File: config.mk
export PLATFORM = sky130hd
export DESIGN_NAME = pixel_scan_engine
export DESIGN_NICKNAME = d
export VERILOG_FILES = /design/src/rtl/pixel_pkg.sv /design/src/rtl/pixel_scan_engine_raster_counter.sv /design/src/rtl/pixel_scan_engine.sv
export SDC_FILE = /design/constraint.sdc
export NUM_CORES = 1
export LEC_CHECK = 0
export ABC_AREA = 0
export BUFFER_PORTS_ARGS = -buffer_cell sky130_fd_sc_hd__buf_2
export CAP_MARGIN = 30
export CORE_MARGIN = 5
export CORE_UTILIZATION = 61
export CTS_BUF_LIST = sky130_fd_sc_hd__clkbuf_4 sky130_fd_sc_hd__clkbuf_8 sky130_fd_sc_hd__clkbuf_16
export CTS_CLUSTER_SIZE = 30
export DETAILED_ROUTE_END_ITERATION = 6
export MAX_ROUTING_LAYER = met4
export PLACE_DENSITY = 0.82
export SYNTH_ARGS = -nofsm -noshare
export SYNTH_HDL_FRONTEND = slang
export SYNTH_SLANG_ARGS = --single-unit
File: constraint.sdc
create_clock -name clk -period 15 [get_ports clk]
set_input_delay 1.5 -clock clk [delete_from_list [all_inputs] [get_ports clk]]
set_output_delay 1.5 -clock clk [all_outputs]
set_load 0.02 [all_outputs]
File: src/rtl/pixel_pkg.sv
// Shared mode/state encodings and destination-size helper for the pixel scan engine.
// Pure declarations; no logic of its own.
package pixel_pkg;

    localparam logic [1:0] MODE_COPY = 2'b00;
    localparam logic [1:0] MODE_ZOOM = 2'b01;
    localparam logic [1:0] MODE_DEC  = 2'b10;

    localparam logic [1:0] S_IDLE  = 2'd0;
    localparam logic [1:0] S_SCAN  = 2'd1;
    localparam logic [1:0] S_DRAIN = 2'd2;
    localparam logic [1:0] S_DONE  = 2'd3;

    typedef struct packed {
        logic [15:0] w;
        logic [15:0] h;
    } dims_t;

    // Mode 11 falls through to copy dimensions.
    function automatic dims_t dst_dims(input logic [1:0] mode, input int src_w, input int src_h);
        dims_t d;
        case (mode)
            MODE_ZOOM: begin d.w = 16'(src_w * 2); d.h = 16'(src_h * 2); end
            MODE_DEC:  begin d.w = 16'(src_w / 2); d.h = 16'(src_h / 2); end
            default:   begin d.w = 16'(src_w);     d.h = 16'(src_h);     end
        endcase
        return d;
    endfunction

endpackage

File: src/rtl/pixel_scan_engine_raster_counter.sv
// Raster x/y scan counter: x fastest, wraps at limit_x; last flags (limit_x, limit_y).
// Advances one position per step; clr has priority; last is combinational.
module raster_counter #(
    parameter int W = 16
) (
    input  logic         clk,
    input  logic         reset,
    input  logic         clr,
    input  logic         step,
    input  logic [W-1:0] limit_x,
    input  logic [W-1:0] limit_y,
    output logic [W-1:0] x,
    output logic [W-1:0] y,
    output logic         last
);

    assign last = (x == limit_x) && (y == limit_y);

    always_ff @(posedge clk or negedge reset) begin
        if (!reset) begin
            x <= '0;
            y <= '0;
        end else if (clr) begin
            x <= '0;
            y <= '0;
        end else if (step) begin
            if (x == limit_x) begin
                x <= '0;
                y <= last ? '0 : y + W'(1);
            end else begin
                x <= x + W'(1);
            end
        end
    end

endmodule

File: src/rtl/pixel_scan_engine.sv
// Scans destination pixels, reads mapped source pixel, writes it out; 1 pixel/clk.
// Write lags read by RD_LAT cycles; dropping enable aborts and flushes in-flight writes.
module pixel_scan_engine
    import pixel_pkg::*;
#(
    parameter int SRC_W  = 160,
    parameter int SRC_H  = 120,
    parameter int DATA_W = 8,
    parameter int ADDR_W = 17,
    parameter int RD_LAT = 1
) (
    input  logic              clk,
    input  logic              reset,
    input  logic              enable,
    input  logic [1:0]        mode,
    output logic              rd_en,
    output logic [ADDR_W-1:0] rd_addr,
    input  logic [DATA_W-1:0] rd_data,
    output logic              wr_en,
    output logic [ADDR_W-1:0] wr_addr,
    output logic [DATA_W-1:0] wr_data,
    output logic              busy,
    output logic              done
);

    localparam logic [RD_LAT-1:0] OUT_BIT = RD_LAT'(1) << (RD_LAT - 1);

    logic [1:0]        state;
    logic [1:0]        mode_q;
    dims_t             dims;
    logic [ADDR_W-1:0] dw, dh, dx, dy, sx, sy, di;
    logic              clr, step, last, abort;
    logic [RD_LAT-1:0] pv;
    logic [ADDR_W-1:0] pa [RD_LAT];

    assign dims  = dst_dims(mode_q, SRC_W, SRC_H);
    assign dw    = ADDR_W'(dims.w);
    assign dh    = ADDR_W'(dims.h);

    assign busy  = (state == S_SCAN) || (state == S_DRAIN);
    assign done  = (state == S_DONE);
    assign abort = busy && !enable;
    assign clr   = (state == S_IDLE) && enable;
    assign step  = (state == S_SCAN) && enable;

    raster_counter #(.W(ADDR_W)) u_raster (
        .clk     (clk),
        .reset   (reset),
        .clr     (clr),
        .step    (step),
        .limit_x (dw - ADDR_W'(1)),
        .limit_y (dh - ADDR_W'(1)),
        .x       (dx),
        .y       (dy),
        .last    (last)
    );

    always_comb begin
        sx = dx;
        sy = dy;
        case (mode_q)
            MODE_ZOOM: begin sx = dx >> 1; sy = dy >> 1; end
            MODE_DEC:  begin sx = dx << 1; sy = dy << 1; end
            default:   ;
        endcase
    end

    assign rd_en   = step;
    assign rd_addr = rd_en ? (sy * ADDR_W'(SRC_W) + sx) : '0;

    // Enable gates the write strobe so an abort suppresses the write in its own cycle.
    assign wr_en   = pv[RD_LAT-1] && enable;
    assign wr_addr = wr_en ? pa[RD_LAT-1] : '0;
    assign wr_data = wr_en ? rd_data : '0;

    always_ff @(posedge clk or negedge reset) begin
        if (!reset) begin
            state  <= S_IDLE;
            mode_q <= MODE_COPY;
            di     <= '0;
        end else begin
            if (clr)
                di <= '0;
            else if (step)
                di <= di + ADDR_W'(1);
            case (state)
                S_IDLE: if (enable) begin
                    mode_q <= mode;
                    state  <= S_SCAN;
                end
                S_SCAN: begin
                    if (!enable)
                        state <= S_IDLE;
                    else if (last)
                        state <= S_DRAIN;
                end
                S_DRAIN: begin
                    if (!enable)
                        state <= S_IDLE;
                    else if ((pv & ~OUT_BIT) == '0)
                        state <= S_DONE;
                end
                S_DONE: if (!enable) state <= S_IDLE;
                default: state <= S_IDLE;
            endcase
        end
    end

    // Destination index rides alongside the read through RD_LAT stages.
    always_ff @(posedge clk or negedge reset) begin
        if (!reset) begin
            pv <= '0;
            for (int i = 0; i < RD_LAT; i++)
                pa[i] <= '0;
        end else if (abort) begin
            pv <= '0;
        end else begin
            pv[0] <= rd_en;
            pa[0] <= di;
            for (int i = 1; i < RD_LAT; i++) begin
                pv[i] <= pv[i-1];
                pa[i] <= pa[i-1];
            end
        end
    end

endmodule
======== Word-level counts from Yosys, hierarchy flattened ========
Cells that the tools add are included.
word-level totals
  register bits after elaboration ......... 73
  bits of input ports ..................... 13
  output and inout bits ................... 46
cells by class
  add/sub/neg operators ................... 6
  multiply operators ...................... 1
  eq/ne operators ......................... 10
  muxes and demuxes ....................... 22
  reduce and logical (&&, ||, !) cells .... 13
operators with widths
  cell                                                                   number
  17-bit 2-to-1 mux                                                      11
  17-bit case mux with 2 select lines                                    2
  17-bit by 1-bit adder with 17-bit output, second input constant        3
  25-bit case mux with 2 select lines                                    1
  17-bit equality test                                                   2
  16-bit by 1-bit subtractor with 17-bit output, second input constant   2
  17-bit adder                                                           1
  17-bit by 3-bit multiplier with 12-bit output, second input constant   1
  2-bit 2-to-1 mux                                                       5
  8-bit 2-to-1 mux                                                       1
  2-bit case mux with 4 select lines                                     1
  2-bit equality test, second input constant                             3
  1-bit logical AND                                                      5
  2-bit by 1-bit equality test with 1-bit output, second input constant  2
  2-bit != test, second input constant                                   2
  2-bit AND reduction                                                    2
  2-bit nonzero test                                                     2
  3-bit by 2-bit != test with 1-bit output, second input constant        1
  3-bit AND reduction                                                    1
  2-bit logical NOT                                                      1
  1-bit logical NOT                                                      1
  1-bit logical OR                                                       1
  1-bit 2-to-1 mux                                                       1

======== Depth between registers and ports, before layout ========
Gate-level depths: netlist (run 1).
  word-level depth ........................ 9
  mapped depth ............................ 20
  depth with buffers taken out ............ 18

======== Cells and area by module ========
A second synthesis (run 1) with hierarchy kept.
second synthesis, totals
  cells, all modules ...................... 639
  area, all modules ....................... 5,671.7 sq um
modules (own cells, without submodules)
  module             times used  cells an instance  area each (sq um)  sequential area each (sq um)
  pixel_scan_engine  1           396                3,440.8            975.9
  raster_counter     1           243                2,230.9            850.8

======== Least setup slack after synthesis (run 1) ========
OpenSTA, ideal clock, no wires.
  path type ............................... reg2out
  start point ............................. register mode_q[0]
  end point ............................... output port rd_addr[15]
  arrival ................................. 4.824 ns
  slack ................................... 8.676 ns
  stages on the path, launching flop included .. 21
  cells stage by stage .................... dfrtp_1 inv_1 ha_1 clkbuf_1 clkbuf_1 clkbuf_1 nand2_1 o21ai_0 ha_1 ha_1 fa_1 a21o_1 a21oi_1 o21ai_0 nor2_1 xnor2_1 ha_1 a211o_1 a2111oi_0 o21ai_0 a21oi_1
on the way
  longest elaborated chain between the ends .. 5
RTL lines
  element                                                                                RTL line                 text
  start, declared                                                                        pixel_scan_engine.sv:29  logic [1:0] mode_q;
  start signal, assigned                                                                 pixel_scan_engine.sv:88  mode_q <= mode;
  2-bit equality test or 2-bit by 1-bit equality test with 1-bit output (tied branches)  pixel_scan_engine.sv:61  case (mode_q)
  17-bit case mux with 2 select lines                                                    pixel_scan_engine.sv:61
  17-bit by 3-bit multiplier with 12-bit output                                          pixel_scan_engine.sv:69  assign rd_addr = rd_en ? (sy * ADDR_W'(SRC_W) + sx) : '0;
  17-bit adder (*)                                                                       pixel_scan_engine.sv:69
  17-bit 2-to-1 mux (*)                                                                  pixel_scan_engine.sv:69
  end, declared                                                                          pixel_scan_engine.sv:17  output logic [ADDR_W-1:0] rd_addr,
Every way passes the cells marked *; elsewhere a longest branch is shown, timed or not.

======== Worst setup path in the final report (run 1) ========
Ends and elaborated chain as after synthesis.

==> qor.yml, run 1 <==
status:
  outcome: "completed"
cts:
  root_buffer: "sky130_fd_sc_hd__clkbuf_8"
  tritoncts_num_sinks: 73
  htree_levels: 3
  postCtsHoldBufs: 0
  cts_max_path_buffers: 2
  clk_pin_slew_ps: 90
  post_cts_gate_resize_count: 0
  tritoncts: "done"
  clk-insertion-delay-late_ps: 360
  cts-buffers-inserted: 9
  cts_post_setup_buffers_inserted: 0
floorplan:
  floorplan.die_area_um2: 10900
  start_util: 0.623
  placementRows: 34
  ioPinCount: 59
  chipWidth_um: 104
  core_um2: 8680
  die_h_um: 104
yosys:
  synthesis.instances: 626
  synth_xor_xnor_area_share: 0.0809
  synthFlopType: "sky130_fd_sc_hd__dfrtp_1"
  synth_mux_area_frac: 0.0391
  syn_area_per_cell_um2: 8.64
  ys_async_sr_fraction: 1.00
  synth_adder_area_share: 0.109
  largest_family_of_logic_cells_by_synthesized_area: "simple AND/OR/NAND/NOR gates"
  yosys.area_share.simple: 0.214
  netlist_area_um2: 5410
  synthesis_warning_total: 0
  synth_seq_area_share: 0.338
  synth_net_count: 685
  synth_cell_types: 55
  postSynthRegisterBits: 73
  synth_enable_flop_cells: 0
  synthesized_area_fraction_occupied_by_ao_oa_aoi_and_oai_cells: 0.178
placement:
  placement.io_buffers: 58
  gp_congestion: 0.914
  dp.cells: 754
  detailed_place_hpwl_um: 9030
route:
  first_pass_iters: 5
  dr_total_vias: 4801
  drtIter0Drc: 328
  route.antenna.remaining_nets: 0
  drt_drc_violations_left: 0
  routedWlPerCell_um: 16.4
  drt_wl_total_um: 12600
  post_drt_via_cell_ratio: 6.24
job:
  timing.max_cap.violations: 0
critical_path:
  crit_path_end_kind: "primary output"
  timing.reg2reg.setup_slack_ps: 10700
  critPathLaunchType: "register"
  path_class: "register to primary output"
  worst-r2r-cell-count: 10
  critPathMaxFanout: 27
  worst_ep_arrival_time_ps: 5810
  crit_required_ps: 13500
global_routing:
  maximum_number_of_pins_on_one_net_before_global_route_repair: 74
  first_global_vias: 4545
  grt_overflow_total: 0
  gr-usage-all-layers: 0.241
  grt_first_pass_wirelength_um: 21500
  antenna_found_initial: 0
sta:
  count_of_pins_over_their_slew_limit: 0
  min_tclk_post_route_ps: 7310
  timing_hold_violations_final: 0
  timing.clock.skew_ps: 11.5
  worstMarginPinSlew_ps: 1010
  setup_repair_after_global_routing_missed_its_margin: "no"
  setup-tns-final_ps: 0
  number_of_failing_setup_endpoints_in_the_final_timing_report: 0
  max_slew_margin: 0.321
  fmax_mhz: 137
  layout_worst_path_cycle_share: 0.487
min_path:
  hold-path-cell-count: 1
  holdCritPathClass: "register to register"
power:
  cellLeakagePower_nw: 2.88
  worst_ir_drop_vdd_uv: 99.9
  power_density_nw_per_um2: 130
layout:
  nets: 716
  syn_to_layout_area_delta_pct: 8.95
  fin_cells: 770
  drive_gt1_frac: 0.162
  antenna-diode-count: 0
cells by family (layout without fill, tap and decap cells):
group,after synthesis,after routing
buf+inv,59,95
flops,73,73
compound gates,150,150
mux,19,19
fa+ha+maj,46,46
simple gates,229,229
xor+xnor,50,50
path summary, 6_finish.rpt:
| check | startpoint | to |
|---|---|---|
| max in group asynchronous | reset | u_raster.y[6] |
| min in group asynchronous | reset | pv |
| max | mode_q[0] | rd_addr[15] |
| min reg2reg | pa[14] | pa[14] |
| min | pa[14] | pa[14] |
| max reg2reg | mode_q[1] | u_raster.y[2] |
layer usage:
layer | global-route usage | part of all wire | up-vias
met3 | 0.0490 | 0.065 | 24
met1 | 0.306 | 0.43 | 2340
met4 | 0.0823 | 0.015 | 0
li1 | - | - | 2295
met2 | 0.383 | 0.49 | 142
met5 | - | 0 | -
power by group:
part	internal, mW	switching (mW)	leakage, nW	total, mW
Combinational	0.122	0.245	1.79	0.367
Clock	0.0628	0.0858	0.0848	0.149
Sequential	0.217	0.0310	1.00	0.248
registers in the layout (all words and copies together) (netlist names):
register    cells
pv              1
mode_q          2
pa             17
di             17
u_raster.x     17
state           2
u_raster.y     17
cells in the final DEF (no fill, tap or decap), types with 15 or more instances in the layout:
| cell | instances |
|---|---|
| sky130_fd_sc_hd__xnor2_1 | 18 |
| sky130_fd_sc_hd__a21oi_1 | 26 |
| sky130_fd_sc_hd__mux2_2 | 17 |
| sky130_fd_sc_hd__nor2_1 | 60 |
| sky130_fd_sc_hd__nand2_1 | 59 |
| sky130_fd_sc_hd__a22oi_1 | 20 |
| sky130_fd_sc_hd__ha_1 | 44 |
| sky130_fd_sc_hd__inv_1 | 16 |
| sky130_fd_sc_hd__nor3_1 | 15 |
| sky130_fd_sc_hd__nand3_1 | 20 |
| sky130_fd_sc_hd__o21ai_0 | 59 |
| sky130_fd_sc_hd__xor2_1 | 32 |
| sky130_fd_sc_hd__dfrtp_1 | 73 |
| sky130_fd_sc_hd__buf_2 | 58 |
| sky130_fd_sc_hd__and3_1 | 28 |
cell usage after synthesis, types with 3 or more instances:
| library cell | n | area [µm²] |
|---|---|---|
| sky130_fd_sc_hd__dfrtp_1 | 73 | 1830 |
| sky130_fd_sc_hd__nor2_1 | 60 | 225 |
| sky130_fd_sc_hd__o21ai_0 | 60 | 300 |
| sky130_fd_sc_hd__nand2_1 | 59 | 221 |
| sky130_fd_sc_hd__ha_1 | 44 | 551 |
| sky130_fd_sc_hd__clkbuf_1 | 40 | 150 |
| sky130_fd_sc_hd__xor2_1 | 32 | 280 |
| sky130_fd_sc_hd__and3_1 | 28 | 175 |
| sky130_fd_sc_hd__a21oi_1 | 26 | 130 |
| sky130_fd_sc_hd__a22oi_1 | 20 | 150 |
| sky130_fd_sc_hd__nand3_1 | 20 | 100 |
| sky130_fd_sc_hd__xnor2_1 | 18 | 158 |
| sky130_fd_sc_hd__mux2_2 | 17 | 191 |
| sky130_fd_sc_hd__inv_1 | 16 | 60.1 |
| sky130_fd_sc_hd__nor3_1 | 15 | 75.1 |
| sky130_fd_sc_hd__or3_1 | 8 | 50.1 |
| sky130_fd_sc_hd__nand4_1 | 7 | 43.8 |
| sky130_fd_sc_hd__a211oi_1 | 6 | 45.0 |
| sky130_fd_sc_hd__nand2b_1 | 6 | 37.5 |
| sky130_fd_sc_hd__a21o_1 | 5 | 37.5 |
| sky130_fd_sc_hd__nor4_1 | 4 | 25.0 |
| sky130_fd_sc_hd__o21bai_1 | 4 | 30.0 |
| sky130_fd_sc_hd__o31ai_1 | 4 | 30.0 |
| sky130_fd_sc_hd__o41ai_1 | 4 | 35.0 |
| sky130_fd_sc_hd__a221oi_1 | 3 | 26.3 |
| sky130_fd_sc_hd__o211ai_1 | 3 | 22.5 |
| sky130_fd_sc_hd__or2_2 | 3 | 18.8 |
metrics by stage:
step	instance area, µm²	hold WS, ps	setup slack, ps	power [mW]	utilization
after global placement	5710	481	8470	0.594	0.658
final	5890	509	7690	0.764	0.679
after CTS	5890	510	7780	0.764	0.679
after global routing	5890	523	7100	0.819	0.679
after detailed placement	5710	491	8190	0.612	0.658
after floorplan	5410	472	8680	0.524	-
critical path: stages (launching register included):
cell                        delay (ps)
sky130_fd_sc_hd__dfrtp_1           410
sky130_fd_sc_hd__inv_1             120
sky130_fd_sc_hd__ha_1              770
sky130_fd_sc_hd__a22oi_1           210
sky130_fd_sc_hd__o21ai_0           510
sky130_fd_sc_hd__ha_1              350
sky130_fd_sc_hd__ha_1              230
sky130_fd_sc_hd__fa_1              430
sky130_fd_sc_hd__a21o_1            180
sky130_fd_sc_hd__a21oi_1           200
sky130_fd_sc_hd__o21ai_0           150
sky130_fd_sc_hd__nor2_1            140
sky130_fd_sc_hd__xnor2_1           140
sky130_fd_sc_hd__ha_1              300
sky130_fd_sc_hd__a211o_1           330
sky130_fd_sc_hd__a2111oi_0         460
sky130_fd_sc_hd__o21ai_0           160
sky130_fd_sc_hd__a21oi_1           150
sky130_fd_sc_hd__buf_2             210
cell type report:
type | instances | area (µm²)
multi-input cells | 494 | 3360
fillers | 721 | 2780
flip-flops and latches | 73 | 1830
repair buffers | 63 | 328
well taps | 108 | 135
clock buffers | 9 | 124
clock inverters | 7 | 60.1
inverters | 16 | 60.1
Note: power is estimated with default switching activity, not from simulation.
==> run 2, diff against run 1 <==
Settings changed: ABC_AREA 0 to 1, CORE_UTILIZATION 61 to 60, PLACE_DENSITY 0.82 to 0.81.
Clock period 15 ns to 7.5 ns, I/O delays scaled along.
==> run 2 against run 1 <==
Net effect: synthesized cell count rose by 29%; final cell count grew 29%; critical path depth increased by 4; sequential power grew 110%; design area up 8.0%; clock-buffer cell count unchanged; flip-flop and latch count unchanged; die area up 8.8%.
==> qor.yml, run 2 <==
job:
  timing.max_cap.violations: 0  # unchanged
yosys:
  netlist_area_um2: 5840  # was 5410 µm²
  synth_cell_types: 50  # was 55
  synth.top_cells.by_count: "sky130_fd_sc_hd__nand2_1 (155), sky130_fd_sc_hd__inv_1 (117), sky130_fd_sc_hd__nor2_1 (79)"  # was sky130_fd_sc_hd__dfrtp_1 (73), sky130_fd_sc_hd__nor2_1 (60), sky130_fd_sc_hd__o21ai_0 (60)
  synth_net_count: 869  # was 685
  synth_area_leaders: "sky130_fd_sc_hd__dfrtp_1 (31%), sky130_fd_sc_hd__nand2_1 (10%), sky130_fd_sc_hd__ha_1 (9.4%)"  # was sky130_fd_sc_hd__dfrtp_1 (34%), sky130_fd_sc_hd__ha_1 (10%), sky130_fd_sc_hd__o21ai_0 (5.6%)
  syn_area_per_cell_um2: 7.21  # was 8.64 µm²
  synthFlopType: "sky130_fd_sc_hd__dfrtp_1"  # unchanged
  synth_enable_flop_cells: 0  # unchanged
  ys_async_sr_fraction: 1.00  # unchanged
  synth_top_cell_area_share: 0.313  # was 0.338
  synthesis_warning_total: 0  # unchanged
  synth_seq_area_share: 0.313  # was 0.338
  synthesis.instances: 810  # was 626
  netlist.top_cell.by_area: "sky130_fd_sc_hd__dfrtp_1"  # unchanged
  synth.most_common_cell: "sky130_fd_sc_hd__nand2_1"  # was sky130_fd_sc_hd__dfrtp_1
  postSynthRegisterBits: 73  # unchanged
global_routing:
  grt_first_pass_wirelength_um: 24100  # was 21,500 µm
  gr-usage-all-layers: 0.261  # was 0.241
  maximum_number_of_pins_on_one_net_before_global_route_repair: 74  # unchanged
  antenna_found_initial: 0  # unchanged
  grt_overflow_total: 0  # unchanged
  first_global_vias: 5281  # was 4,545
critical_path:
  worstPathBufferInverterCount: 5  # was 2
  crit_required_ps: 6750  # was 13,500 ps
  timing.critical_path.max_delay_family: "adder cells"  # was compound AO/OA/AOI/OAI gates
  crit_path_top_delay_cell: "sky130_fd_sc_hd__ha_1"  # unchanged
  crit_path_cell_trace: "inv_1 > ha_1 > inv_1 > o221ai_1 > o21ai_0 > inv_1 > ha_1 > ha_1 > fa_1 > xor2_1 > ha_1 > nand2_1 > inv_1 > nand3_1 > a21oi_1 > nor2_1 > nor2_1 > nor2_1 > nand3_1 > nand2_1 > nor2_1 > buf_2"  # was inv_1 > ha_1 > a22oi_1 > o21ai_0 > ha_1 > ha_1 > fa_1 > a21o_1 > a21oi_1 > o21ai_0 > nor2_1 > xnor2_1 > ha_1 > a211o_1 > a2111oi_0 > o21ai_0 > a21oi_1 > buf_2
  critPathLaunchType: "register"  # unchanged
  worst_path_largest_cell_delay_ps: 480  # was 770 ps
  critPathMaxFanout: 15  # was 27
  path_class: "register to primary output"  # unchanged
  crit_path_end_kind: "primary output"  # unchanged
  worst_ep_arrival_time_ps: 4750  # was 5810 ps
floorplan:
  die_h_um: 109  # was 104 µm
  start_util: 0.606  # was 0.623
  placementRows: 36  # was 34
  chipWidth_um: 109  # was 104 µm
  ioPinCount: 59  # unchanged
  floorplan.die_area_um2: 11800  # was 10,900 µm²
  core_um2: 9640  # was 8680 µm²
cts:
  clk-insertion-delay-late_ps: 350  # was 360 ps
  cts_max_path_buffers: 2  # unchanged
  clk_pin_slew_ps: 80  # was 90 ps
  postCtsHoldBufs: 0  # unchanged
  cts-buffers-inserted: 9  # unchanged
  htree_levels: 3  # unchanged
  root_buffer: "sky130_fd_sc_hd__clkbuf_8"  # unchanged
  tritoncts_num_sinks: 73  # unchanged
  tritoncts: "done"  # unchanged
  cts_post_setup_buffers_inserted: 0  # unchanged
  post_cts_gate_resize_count: 0  # unchanged
layout:
  syn_to_layout_area_delta_pct: 8.93  # was 8.95%
  drive_gt1_frac: 0.139  # was 0.162
  layout.cells.most_common_list: "sky130_fd_sc_hd__nand2_1 (155), sky130_fd_sc_hd__inv_1 (117), sky130_fd_sc_hd__nor2_1 (79), sky130_fd_sc_hd__dfrtp_1 (73), sky130_fd_sc_hd__o21ai_0 (66)"  # was sky130_fd_sc_hd__dfrtp_1 (73), sky130_fd_sc_hd__nor2_1 (60), sky130_fd_sc_hd__nand2_1 (59), sky130_fd_sc_hd__o21ai_0 (59), sky130_fd_sc_hd__buf_2 (58)
  nets: 911  # was 716
  fin_cells: 990  # was 770
  antenna-diode-count: 0  # unchanged
  mostFrequentLayoutCell: "sky130_fd_sc_hd__nand2_1"  # was sky130_fd_sc_hd__dfrtp_1
sta:
  count_of_pins_over_their_slew_limit: 0  # unchanged
  setup_repair_after_global_routing_missed_its_margin: "no"  # unchanged
  layout_worst_path_cycle_share: 0.733
  worstMarginPinSlew_ps: 885  # was 1010 ps
  setup-tns-final_ps: 0  # unchanged
  fmax_mhz: 182
  timing.clock.skew_ps: 9.73  # was 11.5 ps
  timing_hold_violations_final: 0  # unchanged
  number_of_failing_setup_endpoints_in_the_final_timing_report: 0  # unchanged
  max_slew_margin: 0.409  # was 0.321
  min_tclk_post_route_ps: 5500
route:
  drt_wl_total_um: 14400  # was 12,600 µm
  first_pass_iters: 5  # unchanged
  drtIter0Drc: 437  # was 328
  route.antenna.remaining_nets: 0  # unchanged
  routedWlPerCell_um: 14.5  # was 16.4 µm
  post_drt_via_cell_ratio: 5.63  # was 6.24
  dr_total_vias: 5571  # was 4,801
  drt_drc_violations_left: 0  # unchanged
power:
  cellLeakagePower_nw: 3.18  # was 2.88 nW
  worst_ir_drop_vdd_uv: 884  # was 99.9 µV
  power_density_nw_per_um2: 496  # was 130 nW/µm²
placement:
  detailed_place_hpwl_um: 10900  # was 9030 µm
  placement.io_buffers: 58  # unchanged
  gp_congestion: 0.932  # was 0.914
  dp.cells: 973  # was 754
status:
  outcome: "completed"  # unchanged
min_path:
  holdCritPathClass: "input pin to async pin"  # was register to register
==> run 2: cell types whose count changed after synthesis, moves of 17 or more <==
cell	before	now
sky130_fd_sc_hd__and3_1	28	0
sky130_fd_sc_hd__mux2_2	17	0
sky130_fd_sc_hd__a21oi_1	26	49
sky130_fd_sc_hd__nand3_1	20	47
sky130_fd_sc_hd__a22oi_1	20	0
sky130_fd_sc_hd__inv_1	16	117
sky130_fd_sc_hd__clkbuf_1	40	14
sky130_fd_sc_hd__nor2_1	60	79
sky130_fd_sc_hd__nand2_1	59	155
==> run 2: per-stage QoR <==
step / power, mW / setup WS, ps / util / cell area, µm² / hold WS [ps]
global route: 3.50 / 1430 / 0.660 / 6360 / 262
global placement: 2.76 / 2580 / 0.638 / 6150 / 471
CTS: 3.15 / 2020 / 0.657 / 6340 / 506
finish: 3.16 / 2000 / 0.660 / 6360 / 277
detailed placement: 2.85 / 2430 / 0.638 / 6150 / 483
floorplan: 2.37 / 2790 / - / 5840 / 453
==> run 2: cell families (layout without fill, tap and decap cells) <==
family / count (synthesis) / in the layout / share of synthesized area
adders and majority gates: 46 / 46 / 0.101
DFF: 73 / 73 / 0.313
and+or+nand+nor: 347 / 347 / 0.277
xor gates and xnor gates: 20 / 20 / 0.0300
buffers and inverters: 154 / 201 / 0.109
AOI/OAI and AO/OA: 170 / 170 / 0.170
==> run 2: final timing paths <==
check | from | to | slack [ps] | cells after the start
worst max-delay path | mode_q[0] | rd_addr[16] | 2000 | 22
worst min-delay path | reset | pv | 280 | 2
worst max register to register | mode_q[0] | u_raster.y[1] | 4820 | 13
worst min register to register | di[10] | pa[10] | 500 | 2
max in group asynchronous | reset | u_raster.y[5] | 6700 | 3
min in group clk | di[10] | pa[10] | 500 | 2
==> run 2: routing by layer <==
metal  GRT usage  share of wire
met4       0.101          0.027
met2       0.433           0.48
met5           -              0
met3      0.0403          0.059
met1       0.321           0.44
==> run 2: cell type report <==
class                   instances  area [µm²]
repair buffers                 60         325
multi-input cells             583        3380
well taps                     133         166
clock inverters                 7        61.3
fillers                       844        3270
clock buffers                   9         124
flip-flops and latches         73        1830
inverters                     125         483
==> run 2: report_power, final <==
part | internal (mW) | switching (mW)
clock | 0.126 | 0.165
sequential | 0.443 | 0.0708
combinational | 0.824 | 1.53
==> run 2: worst register-to-register path, cell delays in order, from the launching register on <==
cell and delay, ps:
sky130_fd_sc_hd__dfrtp_1 390, sky130_fd_sc_hd__inv_1 90, sky130_fd_sc_hd__ha_1 640, sky130_fd_sc_hd__inv_4 280, sky130_fd_sc_hd__nand2_4 140, sky130_fd_sc_hd__nand2_1 60
sky130_fd_sc_hd__nor2_2 120, sky130_fd_sc_hd__nand3_2 130, sky130_fd_sc_hd__nand2_4 120, sky130_fd_sc_hd__nand2_8 160, sky130_fd_sc_hd__inv_8 180, sky130_fd_sc_hd__nand2_1 130
sky130_fd_sc_hd__nand2_1 100, sky130_fd_sc_hd__inv_1 40
==> run 3, diff against run 2 <==
Settings changed: CORE_UTILIZATION 60 to 55, PLACE_DENSITY 0.81 to 0.78.
Clock period 7.5 ns to 4.8 ns, I/O delays scaled along.
==> run 3 against run 2 <==
Net effect: critical path type unchanged; global-route usage shrank 1.6 points; non-clock buffer count grew 12; routed wire length grew 3.9%; first-iteration DRC count grew 16%; core utilization shrank 2.4 points; via count grew 1.3%; critical path depth grew 1; clock-buffer cell count is the same.
==> qor.yml, run 3 (same netlist as run 2, synthesis figures left out) <==
layout:
  layout.cells.most_common_list: "sky130_fd_sc_hd__nand2_1 (154), sky130_fd_sc_hd__inv_1 (114), sky130_fd_sc_hd__nor2_1 (76), sky130_fd_sc_hd__dfrtp_1 (73), sky130_fd_sc_hd__o21ai_0 (62)"  # was sky130_fd_sc_hd__nand2_1 (155), sky130_fd_sc_hd__inv_1 (117), sky130_fd_sc_hd__nor2_1 (79), sky130_fd_sc_hd__dfrtp_1 (73), sky130_fd_sc_hd__o21ai_0 (66)
  drive_gt1_frac: 0.173  # was 0.139
  mostFrequentLayoutCell: "sky130_fd_sc_hd__nand2_1"  # unchanged
  syn_to_layout_area_delta_pct: 12.4  # was 8.93%
  antenna-diode-count: 0  # unchanged
  final_core_util: 0.636  # was 0.660
  nets: 923  # was 911
floorplan:
  die_h_um: 113  # was 109 µm
  core_um2: 10300  # was 9640 µm²
  chipWidth_um: 113  # was 109 µm
  ioPinCount: 59  # unchanged
  placementRows: 37  # was 36
  floorplan.die_area_um2: 12800  # was 11,800 µm²
  start_util: 0.566  # was 0.606
cts:
  cts_max_path_buffers: 2  # unchanged
  htree_levels: 3  # unchanged
  cts-buffers-inserted: 9  # unchanged
  tritoncts_num_sinks: 73  # unchanged
  root_buffer: "sky130_fd_sc_hd__clkbuf_8"  # unchanged
  clk-insertion-delay-late_ps: 360  # was 350 ps
  clk_pin_slew_ps: 90  # was 80 ps
  tritoncts: "done"  # unchanged
  postCtsHoldBufs: 0  # unchanged
critical_path:
  critPathLaunchType: "register"  # unchanged
  critPathMaxFanout: 9  # was 15
  worst_ep_arrival_time_ps: 4100  # was 4750 ps
  crit_required_ps: 4320  # was 6750 ps
  path_class: "register to primary output"  # unchanged
  crit_path_end_kind: "primary output"  # unchanged
route:
  drt_wl_total_um: 14900  # was 14,400 µm
  routedWlPerCell_um: 14.9  # was 14.5 µm
  drt_drc_violations_left: 0  # unchanged
  drtIter0Drc: 506  # was 437
  post_drt_via_cell_ratio: 5.62  # was 5.63
  first_pass_iters: 5  # unchanged
  route.antenna.remaining_nets: 0  # unchanged
  dr_total_vias: 5646  # was 5,571
min_path:
  holdCritPathClass: "input pin to async pin"  # unchanged
global_routing:
  first_global_vias: 5516  # was 5,281
  maximum_number_of_pins_on_one_net_before_global_route_repair: 41  # was 74
  gr-usage-all-layers: 0.245  # was 0.261
  grt_overflow_total: 0  # unchanged
  antenna_found_initial: 0  # unchanged
  grt_first_pass_wirelength_um: 25500  # was 24,100 µm
sta:
  timing_hold_violations_final: 0  # unchanged
  layout_worst_path_cycle_share: 0.953
  number_of_failing_setup_endpoints_in_the_final_timing_report: 0  # unchanged
  fmax_mhz: 219
  max_slew_margin: 0.420  # was 0.409
  count_of_pins_over_their_slew_limit: 0  # unchanged
  worstMarginPinSlew_ps: 868  # was 885 ps
  min_tclk_post_route_ps: 4580
  timing.clock.skew_ps: 12.9  # was 9.73 ps
job:
  timing.max_cap.violations: 0  # unchanged
placement:
  placement.io_buffers: 58  # unchanged
  detailed_place_hpwl_um: 11200  # was 10,900 µm
  gp_congestion: 0.943  # was 0.932
status:
  outcome: "completed"  # unchanged
-- run 3: changes by cell type in the layout (fill, tap and decap cells not counted), sizes merged --
cell and change:
clkinv -2, buf +12, inv +1, clkinvlp +1
-- run 3: timing repair --
action,in CTS,in global routing
setup buffers,0,7
endpoints found under the setup margin,3,6
gates resized for setup,4,28
pin swaps,0,3
cloned,0,0
-- run 3: worst paths after layout --
| kind | to | slack, ps | cells after the start | start |
|---|---|---|---|---|
| max | rd_addr[16] | 220 | 23 | mode_q[1] |
| min | pa[10] | 190 | 1 | reset |
| max reg2reg | u_raster.y[5] | 2410 | 14 | mode_q[1] |
| min reg2reg | pa[10] | 490 | 2 | di[10] |
| max in group asynchronous | u_raster.y[2] | 3600 | 2 | reset |
| min in group clk | mode_q[1] | 320 | 3 | mode[1] |
-- run 3: through the flow --
stage                     cell area (µm²)  worst slack, ps  instances  hold slack, ps  setup TNS [ps]
final                                6570              224       1005             194               0
after global placement               6200              493        982             472               0
after CTS                            6390             26.8        998             208               0
after detailed placement             6200              358        982             478               0
after floorplan                      5840              363        810             184               0
after global routing                 6570            -29.1       1005             249           -39.0
-- run 3: area by class of cell --
| type | count | area, µm² |
|---|---|---|
| multi-input combinational | 583 | 3480 |
| inverter | 125 | 483 |
| clock buffer | 9 | 124 |
| clock inverter | 7 | 60.1 |
| fill | 906 | 3760 |
| sequential | 73 | 1830 |
| timing repair buffer | 72 | 418 |
| tap | 136 | 170 |
-- run 3: layer usage --
| metal | track usage | routed length, µm |
|---|---|---|
| met1 | 0.301 | 6500 |
| met4 | 0.0665 | 244 |
| met5 | - | 0 |
| met2 | 0.419 | 7280 |
| met3 | 0.0401 | 903 |
-- run 3: critical path, stage by stage, from the launching register on --
cell	delay, ps
sky130_fd_sc_hd__dfrtp_1	400
sky130_fd_sc_hd__buf_4	150
sky130_fd_sc_hd__ha_4	170
sky130_fd_sc_hd__buf_4	170
sky130_fd_sc_hd__nand2_1	60
sky130_fd_sc_hd__o211ai_1	90
sky130_fd_sc_hd__o21ai_0	130
sky130_fd_sc_hd__inv_1	140
sky130_fd_sc_hd__ha_1	220
sky130_fd_sc_hd__ha_1	220
sky130_fd_sc_hd__fa_2	360
sky130_fd_sc_hd__nand3_1	100
sky130_fd_sc_hd__nand2_2	90
sky130_fd_sc_hd__a31oi_2	190
sky130_fd_sc_hd__xnor2_1	140
sky130_fd_sc_hd__ha_2	330
sky130_fd_sc_hd__buf_4	150
sky130_fd_sc_hd__nand3_1	70
sky130_fd_sc_hd__nand2_1	60
sky130_fd_sc_hd__nor2_2	160
sky130_fd_sc_hd__nand3_1	90
sky130_fd_sc_hd__nand2_1	60
sky130_fd_sc_hd__nor2_1	40
sky130_fd_sc_hd__buf_2	150
Power of run 3 is left out: the tool's default activity adds up to more than one toggle a clock period on the data nets, which glitch-free logic cannot reach.
